$ cat src/rtl/delay_line_pkg.sv
// Operating-mode encoding shared by the tapped delay line and the blocks that drive it.
package delay_line_pkg;

   typedef enum logic [1:0] {
      MODE_HOLD   = 2'b00,
      MODE_SHIFT  = 2'b01,
      MODE_ROTATE = 2'b10,
      MODE_LOAD   = 2'b11
   } mode_e;

endpackage

$ cat src/rtl/tapped_delay_line.sv
// DEPTH-stage shift/rotate/load word register with fill tracking and a registered,
// range-checked tap read that always samples the pre-edge stage contents.
module tapped_delay_line
   import delay_line_pkg::*;
#(
   parameter  int DEPTH = 21,
   parameter  int WIDTH = 8,
   localparam int TAP_W = $clog2(DEPTH),
   localparam int CNT_W = $clog2(DEPTH + 1)
) (
   input  logic             clk,
   input  logic             reset,
   input  logic             flush,
   input  logic [1:0]       mode,
   input  logic [WIDTH-1:0] word_in,
   input  logic [TAP_W-1:0] tap_sel,
   output logic [WIDTH-1:0] word_out,
   output logic [WIDTH-1:0] tap_out,
   output logic             tap_err,
   output logic [CNT_W-1:0] fill_count,
   output logic             full,
   output logic             empty,
   output logic             out_valid
);

   localparam logic [CNT_W-1:0] CNT_FULL = CNT_W'(DEPTH);

   logic [WIDTH-1:0] stage_q [DEPTH];
   logic [WIDTH-1:0] stage_d [DEPTH];
   logic [CNT_W-1:0] cnt_q, cnt_d;
   logic [WIDTH-1:0] tap_q, tap_d;
   logic             tap_err_q, tap_err_d;
   logic             tap_oob;

   assign tap_oob = (32'(tap_sel) >= DEPTH);

   always_comb begin
      stage_d = stage_q;
      cnt_d   = cnt_q;
      if (flush) begin
         for (int i = 0; i < DEPTH; i++) stage_d[i] = '0;
         cnt_d = '0;
      end else begin
         case (mode_e'(mode))
            MODE_SHIFT: begin
               for (int i = 1; i < DEPTH; i++) stage_d[i] = stage_q[i-1];
               stage_d[0] = word_in;
               // Saturate at DEPTH: the oldest word is simply dropped once full.
               if (cnt_q != CNT_FULL) cnt_d = cnt_q + CNT_W'(1);
            end
            MODE_ROTATE: begin
               for (int i = 1; i < DEPTH; i++) stage_d[i] = stage_q[i-1];
               stage_d[0] = stage_q[DEPTH-1];
            end
            MODE_LOAD: begin
               for (int i = 0; i < DEPTH; i++) stage_d[i] = word_in;
               cnt_d = CNT_FULL;
            end
            default: ;
         endcase
      end
   end

   // The tap reads stage_q, not stage_d, so its latency is one cycle whatever the mode.
   always_comb begin
      tap_d     = '0;
      tap_err_d = 1'b1;
      if (!tap_oob) begin
         tap_d     = stage_q[tap_sel];
         tap_err_d = 1'b0;
      end
   end

   always_ff @(posedge clk) begin
      if (reset) begin
         stage_q   <= '{default: '0};
         cnt_q     <= '0;
         tap_q     <= '0;
         tap_err_q <= 1'b0;
      end else begin
         stage_q   <= stage_d;
         cnt_q     <= cnt_d;
         tap_q     <= tap_d;
         tap_err_q <= tap_err_d;
      end
   end

   assign word_out   = stage_q[DEPTH-1];
   assign tap_out    = tap_q;
   assign tap_err    = tap_err_q;
   assign fill_count = cnt_q;
   assign full       = (cnt_q == CNT_FULL);
   assign empty      = (cnt_q == '0);
   assign out_valid  = full;

endmodule

$ cat config.mk
export PLATFORM = sky130hd
export DESIGN_NAME = tapped_delay_line
export DESIGN_NICKNAME = d
export VERILOG_FILES = /design/src/rtl/delay_line_pkg.sv /design/src/rtl/tapped_delay_line.sv
export SDC_FILE = /design/constraint.sdc
export NUM_CORES = 1
export LEC_CHECK = 0
export ABC_AREA = 1
export ABC_CLOCK_PERIOD_IN_PS = 3200
export BUFFER_PORTS_ARGS = -buffer_cell sky130_fd_sc_hd__buf_2
export CORE_MARGIN = 2
export CORE_UTILIZATION = 40
export CTS_BUF_LIST = sky130_fd_sc_hd__clkbuf_16
export DETAILED_ROUTE_END_ITERATION = 12
export HOLD_SLACK_MARGIN = 0.06
export PLACE_DENSITY = 0.59
export SKIP_LAST_GASP = 1
export SLEW_MARGIN = 20
export SYNTH_ARGS = -nofsm -noshare
export SYNTH_HDL_FRONTEND = slang
export SYNTH_SLANG_ARGS = --single-unit
$ cat constraint.sdc
create_clock -name clk -period 3.2 [get_ports clk]
set_input_delay 0.16 -clock clk [delete_from_list [all_inputs] [get_ports clk]]
set_output_delay 0.16 -clock clk [all_outputs]
set_load 0.02 [all_outputs]
## Yosys cells after proc, flatten, opt, wreduce, memory -nomap -nowiden

Cells that the tools add are included.

| storage, ports and cells | value |
|---|---|
| word-level logic and storage cells | 47 |
| flip-flop bits (word level) | 182 |
| bits of input ports | 18 |
| output and inout port bits | 25 |

| cells by class | value |
|---|---|
| bitwise logic cells | 1 |
| mux-type cells | 7 |
| reductions and logical operators | 6 |
| add/sub/neg operators | 1 |
| equal/unequal tests | 6 |
| order comparisons | 2 |

Operators with widths:

| operator | number |
|---|---|
| one-hot mux 168 bit (3 select lines) | 1 |
| binary-select mux 8 bit (select 5 bit) | 1 |
| two-way mux 8 bit | 2 |
| one-hot mux 5 bit (2 select lines) | 1 |
| greater-or-equal comparator 6 bit (second input constant) | 1 |
| NOT 5 -> 6 bit | 1 |
| adder 5 x 1 -> 5 bit (second input constant) | 1 |
| == test 5 bit (second input constant) | 1 |
| greater-or-equal comparator 5 bit (second input constant) | 1 |
| zero test 5 bit | 1 |
| two-way mux 5 bit | 1 |
| inequality test 5 bit (second input constant) | 1 |
| == test 2 bit (second input constant) | 2 |
| OR reduction 2 bit | 2 |
| nonzero test 3 bit | 1 |
| == test 2 x 1 -> 1 bit (second input constant) | 1 |
| inequality test 2 bit (second input constant) | 1 |
| AND reduction 2 bit | 1 |
| nonzero test 2 bit | 1 |
| two-way mux 1 bit | 1 |

## Depth between registers and ports, before layout

| depth | value |
|---|---|
| depth in word-level cells | 4 |
| gate-level depth with buffers | 10 |
| gate-level depth less buffers | 9 |

## Least setup slack after synthesis

Ideal clock, no wire load.

| path | value |
|---|---|
| kind | register -> register |
| start point | reg cnt_q[1] (netlist: fill_count[1]) |
| end point | reg cnt_q[3] (netlist: fill_count[3]) |
| slack | 1.769 ns |
| required time | 3.080 ns |
| arrival | 1.312 ns |
| period minus slack after synthesis | 1.431 ns |
| path buffers | 0 |
| cell stages (with the launch flop) | 9 |
| library setup time | 0.120 ns |
| cell sequence | dfxtp_1 -> inv_1 -> ha_1 -> nand4_1 -> nand2_1 -> nand2_1 -> nand2_1 -> o21ai_0 -> nor3_1 |

| between the ends | value |
|---|---|
| longest elaborated chain between the ends | 3 |
| elaborated cells on any way between the ends | 6 |
| those cells by class | add/sub: 1; eq/ne: 2; mux: 2; reduce/logical: 1 |

RTL lines:

| what | line | text |
|---|---|---|
| start, declared | tapped_delay_line.sv:30 | `logic [CNT_W-1:0] cnt_q, cnt_d;` |
| start signal, assigned | tapped_delay_line.sv:82 | `cnt_q <= cnt_d;` |
| adder 5 x 1 -> 5 bit / inequality test 5 bit (equally long branches) | tapped_delay_line.sv:49 | `if (cnt_q != CNT_FULL) cnt_d = cnt_q + CNT_W'(1);` |
| two-way mux 5 bit / inequality test 2 bit (equally long branches) | n/a |  |
| one-hot mux 5 bit (2 select lines) / AND reduction 2 bit (equally long branches) | n/a |  |

Parallel ways exist; a longest one is shown, timed or not. The select of a mux whose other input is x is not followed.
A chain may end at the register's enable or synchronous reset.

## Worst setup path in the final report

| path | value |
|---|---|
| start point | in reset |
| end point | reg stage_q[129] (netlist name) |

| between the ends | value |
|---|---|
| longest elaborated chain between the ends | 1 |

RTL lines:

| what | line | text |
|---|---|---|
| start, declared | tapped_delay_line.sv:12 | `input logic reset,` |
| OR reduction 2 bit (no line) | n/a |  |
| end signal, assigned | tapped_delay_line.sv:81 | `stage_q <= stage_d;` |
| end, declared | tapped_delay_line.sv:28 | `logic [WIDTH-1:0] stage_q [DEPTH];` |

Every way passes these cells.

==> metrics.log <==
[metrics] startpoint-to-endpoint class of the critical path: in -> reg
[metrics] Worst Hold Class: in -> reg
[metrics] total count of max-transition violations in the final report: 0
[metrics] crit path time final: 2060 ps
[metrics] Total Power: 4.906 mW
[metrics] Mapped Area: around 8800 um2
[metrics] aggregate global-route resource usage: 0.2148
[metrics] Yosys warnings: 0
[metrics] clk sinks: 182
[metrics] endpoint with the worst hold slack: stage_q[165]
[metrics] setup repair after global routing missed its margin: no
[metrics] total of flip-flops plus latches after synthesis: 182
[metrics] die height: 152.0 um
[metrics] Vias per Instance: 5.248
[metrics] die extent in x: 152.0 um
[metrics] final setup violating endpoints: 0
[metrics] Core Region: 21,690 um2
[metrics] quantity of I/O buffers inserted on ports: 42
[metrics] Final Cycle Share: 0.6438
[metrics] clock-pin slew reported for the worst setup and hold paths after clock tree synthesis: 70 ps
[metrics] grt ovf: 0
[metrics] R2R Path Start: fill_count[1]
[metrics] worst r2r path cells: 8
[metrics] Post-Route Skew: 12.63 ps
[metrics] post-route ant nets: 0
[metrics] final wirelength: 24.83 mm
[metrics] nets in the synthesized netlist: 1,361
[metrics] row count: 54
[metrics] max frequency: 485.4 MHz
[metrics] FILL cells: 2,250
[metrics] count of different cell masters after synthesis: 22
[metrics] initial antenna violation count: 0
[metrics] cts bufs inserted: 17
[metrics] Avg Cell Area, Syn: 6.542 um2
[metrics] top post-synthesis cells by count: sky130_fd_sc_hd__nand2_1, sky130_fd_sc_hd__dfxtp_1, sky130_fd_sc_hd__a31oi_1
[metrics] vias in the first global route: ~7.6k
[metrics] hpwl dp: 13.97 mm
[metrics] Area Growth Syn to Fin: 8.707%
[metrics] critical path, cell by cell: dlygate4sd3_1 -> buf_2 -> nor2_2 -> inv_4 -> buf_12 -> a31oi_1
[metrics] number of nets in the layout: 1,330
[metrics] crit end category: flop
[metrics] first-pass iteration count of the detailed router: 5
[metrics] Resized Gates After CTS: 0
[metrics] portion of the post-synthesis area used by sequential elements: 0.4156
[metrics] fraction of synthesized cell area taken by the top area cell type: 0.4156
[metrics] PwrDens: 514.8 nW/um2
[metrics] CP startpoint kind: input port
[metrics] slack of the worst reg-to-reg path: between 1500 and 2000 ps
[metrics] most frequently used cell type in the post-synthesis netlist: sky130_fd_sc_hd__nand2_1
[metrics] worst skew pair latency: 440 ps
[metrics] measured slew at the worst slew-check pin: 1030 ps
[metrics] delay of the slowest critical-path stage: approximately 530 ps
[metrics] Static Leakage: approximately 3.6 nW
[metrics] worst voltage drop across the vdd grid: 356.7 uV
[metrics] number of levels the H-tree was split into: 4
[metrics] boundary pin count: 43
[metrics] library cell occupying the most area in the post-synthesis netlist: sky130_fd_sc_hd__dfxtp_1
[metrics] antenna cells: 0
[metrics] Die Outline Area: between 20,000 and 25,000 um2
[metrics] max_slew headroom: 0.3131
[metrics] global placement routability congestion: 0.8566
[metrics] first-pass GRT wire length: 41.19 mm
[metrics] Gate Count Post-Synth: 1,340
[metrics] Clock Tree Buf Depth: 2
[metrics] critical hold path startpoint: flush
[metrics] initial detailed-routing violation count: 873
[metrics] run status: complete, no violations
[metrics] DRC viols: 0
[metrics] master of the slowest instance on the critical path: sky130_fd_sc_hd__dlygate4sd3_1
[metrics] via count of the routed design: 8,407
[metrics] sum of negative setup slack: 0 ps
[metrics] CTS tree: yes
[metrics] proportion of register bits with asynchronous set or reset after synthesis: 0
[metrics] CTS root buf: sky130_fd_sc_hd__clkbuf_16
[metrics] worst reg2reg endpoint: fill_count[3]
[metrics] ranking of synthesized cells by area: sky130_fd_sc_hd__dfxtp_1, sky130_fd_sc_hd__nand2_1, sky130_fd_sc_hd__a31oi_1, sky130_fd_sc_hd__inv_1, sky130_fd_sc_hd__nand3_1
[metrics] initial standard-cell utilization of the core: 0.4042
[metrics] arrival time reported for the critical path endpoint: 2410 ps
[metrics] DR WL/cell: between 15 and 20 um
[metrics] data required time of the worst path: 3550 ps
[metrics] largest net degree at the start of global routing: around 160
[metrics] ys flop type: sky130_fd_sc_hd__dfxtp_1
[metrics] Critical path buffers and inverters: 4
[metrics] worst hold path depth: 4
[metrics] number of violations of the max-capacitance limit: 0
[metrics] layout cell share with drive strength beyond 1: 0.07337
[metrics] EDFF count, synth: 0
[metrics] CP max FO: 93
[metrics] Fin. Hold Viols: 0
[metrics] cell family with the largest share of critical-path delay: buffers and inverters
==> how the worst max path moves through the flow <==
stage | from | end | slack [ps] | depth (start not counted)
after floorplan | fill_count[1] | fill_count[3] | 1770 | 8
after global placement | mode[0] | stage_q[150] | 1170 | 7
after detailed placement | mode[0] | stage_q[130] | 1180 | 7
after CTS | reset | stage_q[32] | 1190 | 6
after global routing | reset | stage_q[46] | 1060 | 6
final | reset | stage_q[129] | 1140 | 6
==> stage by stage <==
| stage | util | hold slack [ps] | setup slack (ps) | cells | cell area, um2 |
|---|---|---|---|---|---|
| after floorplan | - | 232.4 | 1769 | 1340 | 8766 |
| after global placement | 0.4117 | 415.5 | 1169 | 1566 | 8930 |
| after detailed placement | 0.4117 | 396.2 | 1182 | 1566 | 8930 |
| after CTS | 0.4394 | 63.98 | 1193 | 1602 | 9529 |
| after global routing | 0.4394 | 80.37 | 1057 | 1602 | 9529 |
| final | 0.4394 | 74.48 | 1140 | 1602 | 9529 |
==> cells by family (layout without fill, tap and decap cells) <==
logic type	count (synthesis)	after routing	synth area share
DFF	182	182	0.4156
and+or+nand+nor	749	749	0.3356
adders and majority gates	3	3	0.004283
xor gates and xnor gates	1	1	0.0009993
AOI/OAI and AO/OA	202	202	0.1403
buffers and inverters	203	185	0.1032
==> power breakdown <==
part	internal, mW	switching [mW]	total [mW]
clock network	1.03	1.00	2.04
registers	2.32	0.0469	2.37
logic	0.138	0.365	0.503
==> registers in the layout (all words and copies together), names as in the netlist <==
| register | flops |
|---|---|
| tap_out | 8 |
| fill_count | 5 |
| tap_err | 1 |
| word_out | 8 |
| stage_q | 160 |
==> placed cells by master (no fill, tap or decap) <==
cell / count
sky130_fd_sc_hd__ha_1: 3
sky130_fd_sc_hd__inv_1: 87
sky130_fd_sc_hd__inv_6: 7
sky130_fd_sc_hd__o21ai_0: 21
sky130_fd_sc_hd__a21oi_1: 12
sky130_fd_sc_hd__nor3_1: 6
sky130_fd_sc_hd__clkinvlp_4: 2
sky130_fd_sc_hd__inv_4: 1
sky130_fd_sc_hd__nand3_1: 62
sky130_fd_sc_hd__nor2_1: 63
sky130_fd_sc_hd__nor2_2: 1
sky130_fd_sc_hd__o211ai_1: 7
sky130_fd_sc_hd__buf_12: 4
sky130_fd_sc_hd__buf_4: 9
sky130_fd_sc_hd__inv_8: 4
sky130_fd_sc_hd__xnor2_1: 1
sky130_fd_sc_hd__a31oi_1: 161
sky130_fd_sc_hd__o21ai_1: 1
sky130_fd_sc_hd__inv_2: 5
sky130_fd_sc_hd__buf_2: 42
sky130_fd_sc_hd__dfxtp_1: 182
sky130_fd_sc_hd__nor2_4: 4
sky130_fd_sc_hd__nand2_1: 606
sky130_fd_sc_hd__clkinv_1: 2
sky130_fd_sc_hd__clkinv_4: 1
sky130_fd_sc_hd__dlygate4sd3_1: 4
sky130_fd_sc_hd__nand4_1: 7
sky130_fd_sc_hd__clkbuf_16: 17
==> tightest hold or removal path, stage by stage <==
cell                      delay (ps)
sky130_fd_sc_hd__buf_2            80
sky130_fd_sc_hd__nor2_2          100
sky130_fd_sc_hd__nand2_1          90
sky130_fd_sc_hd__inv_1            30
==> repair_timing <==
| item | in CTS | in global routing |
|---|---|---|
| setup buffers | 0 | 0 |
| setup endpoints to repair | 0 | 0 |
| hold endpoints to repair | 3 | 0 |
| hold buffers | 4 | 0 |
==> per-layer routing <==
| metal | GRT usage | vias up | part of all wire |
|---|---|---|---|
| li1 | - | 4255 | - |
| met1 | 0.3225 | 3917 | 0.50 |
| met2 | 0.3179 | 214 | 0.44 |
| met3 | 0.04221 | 21 | 0.053 |
| met4 | 0.04806 | 0 | 0.0085 |
| met5 | 0 | - | 0 |
==> area by class of cell <==
type	count	area [um2]	share of cell area
inverter	94	355.3	0.03729
clock buffer	17	425.4	0.04464
timing repair buffer	59	397.9	0.04175
sequential	182	3643	0.3824
clock inverter	15	133.9	0.01405
multi-input combinational	955	4223	0.4431
tap	280	350.3	0.03676
No activity file was read; power rests on OpenSTA's default activity.
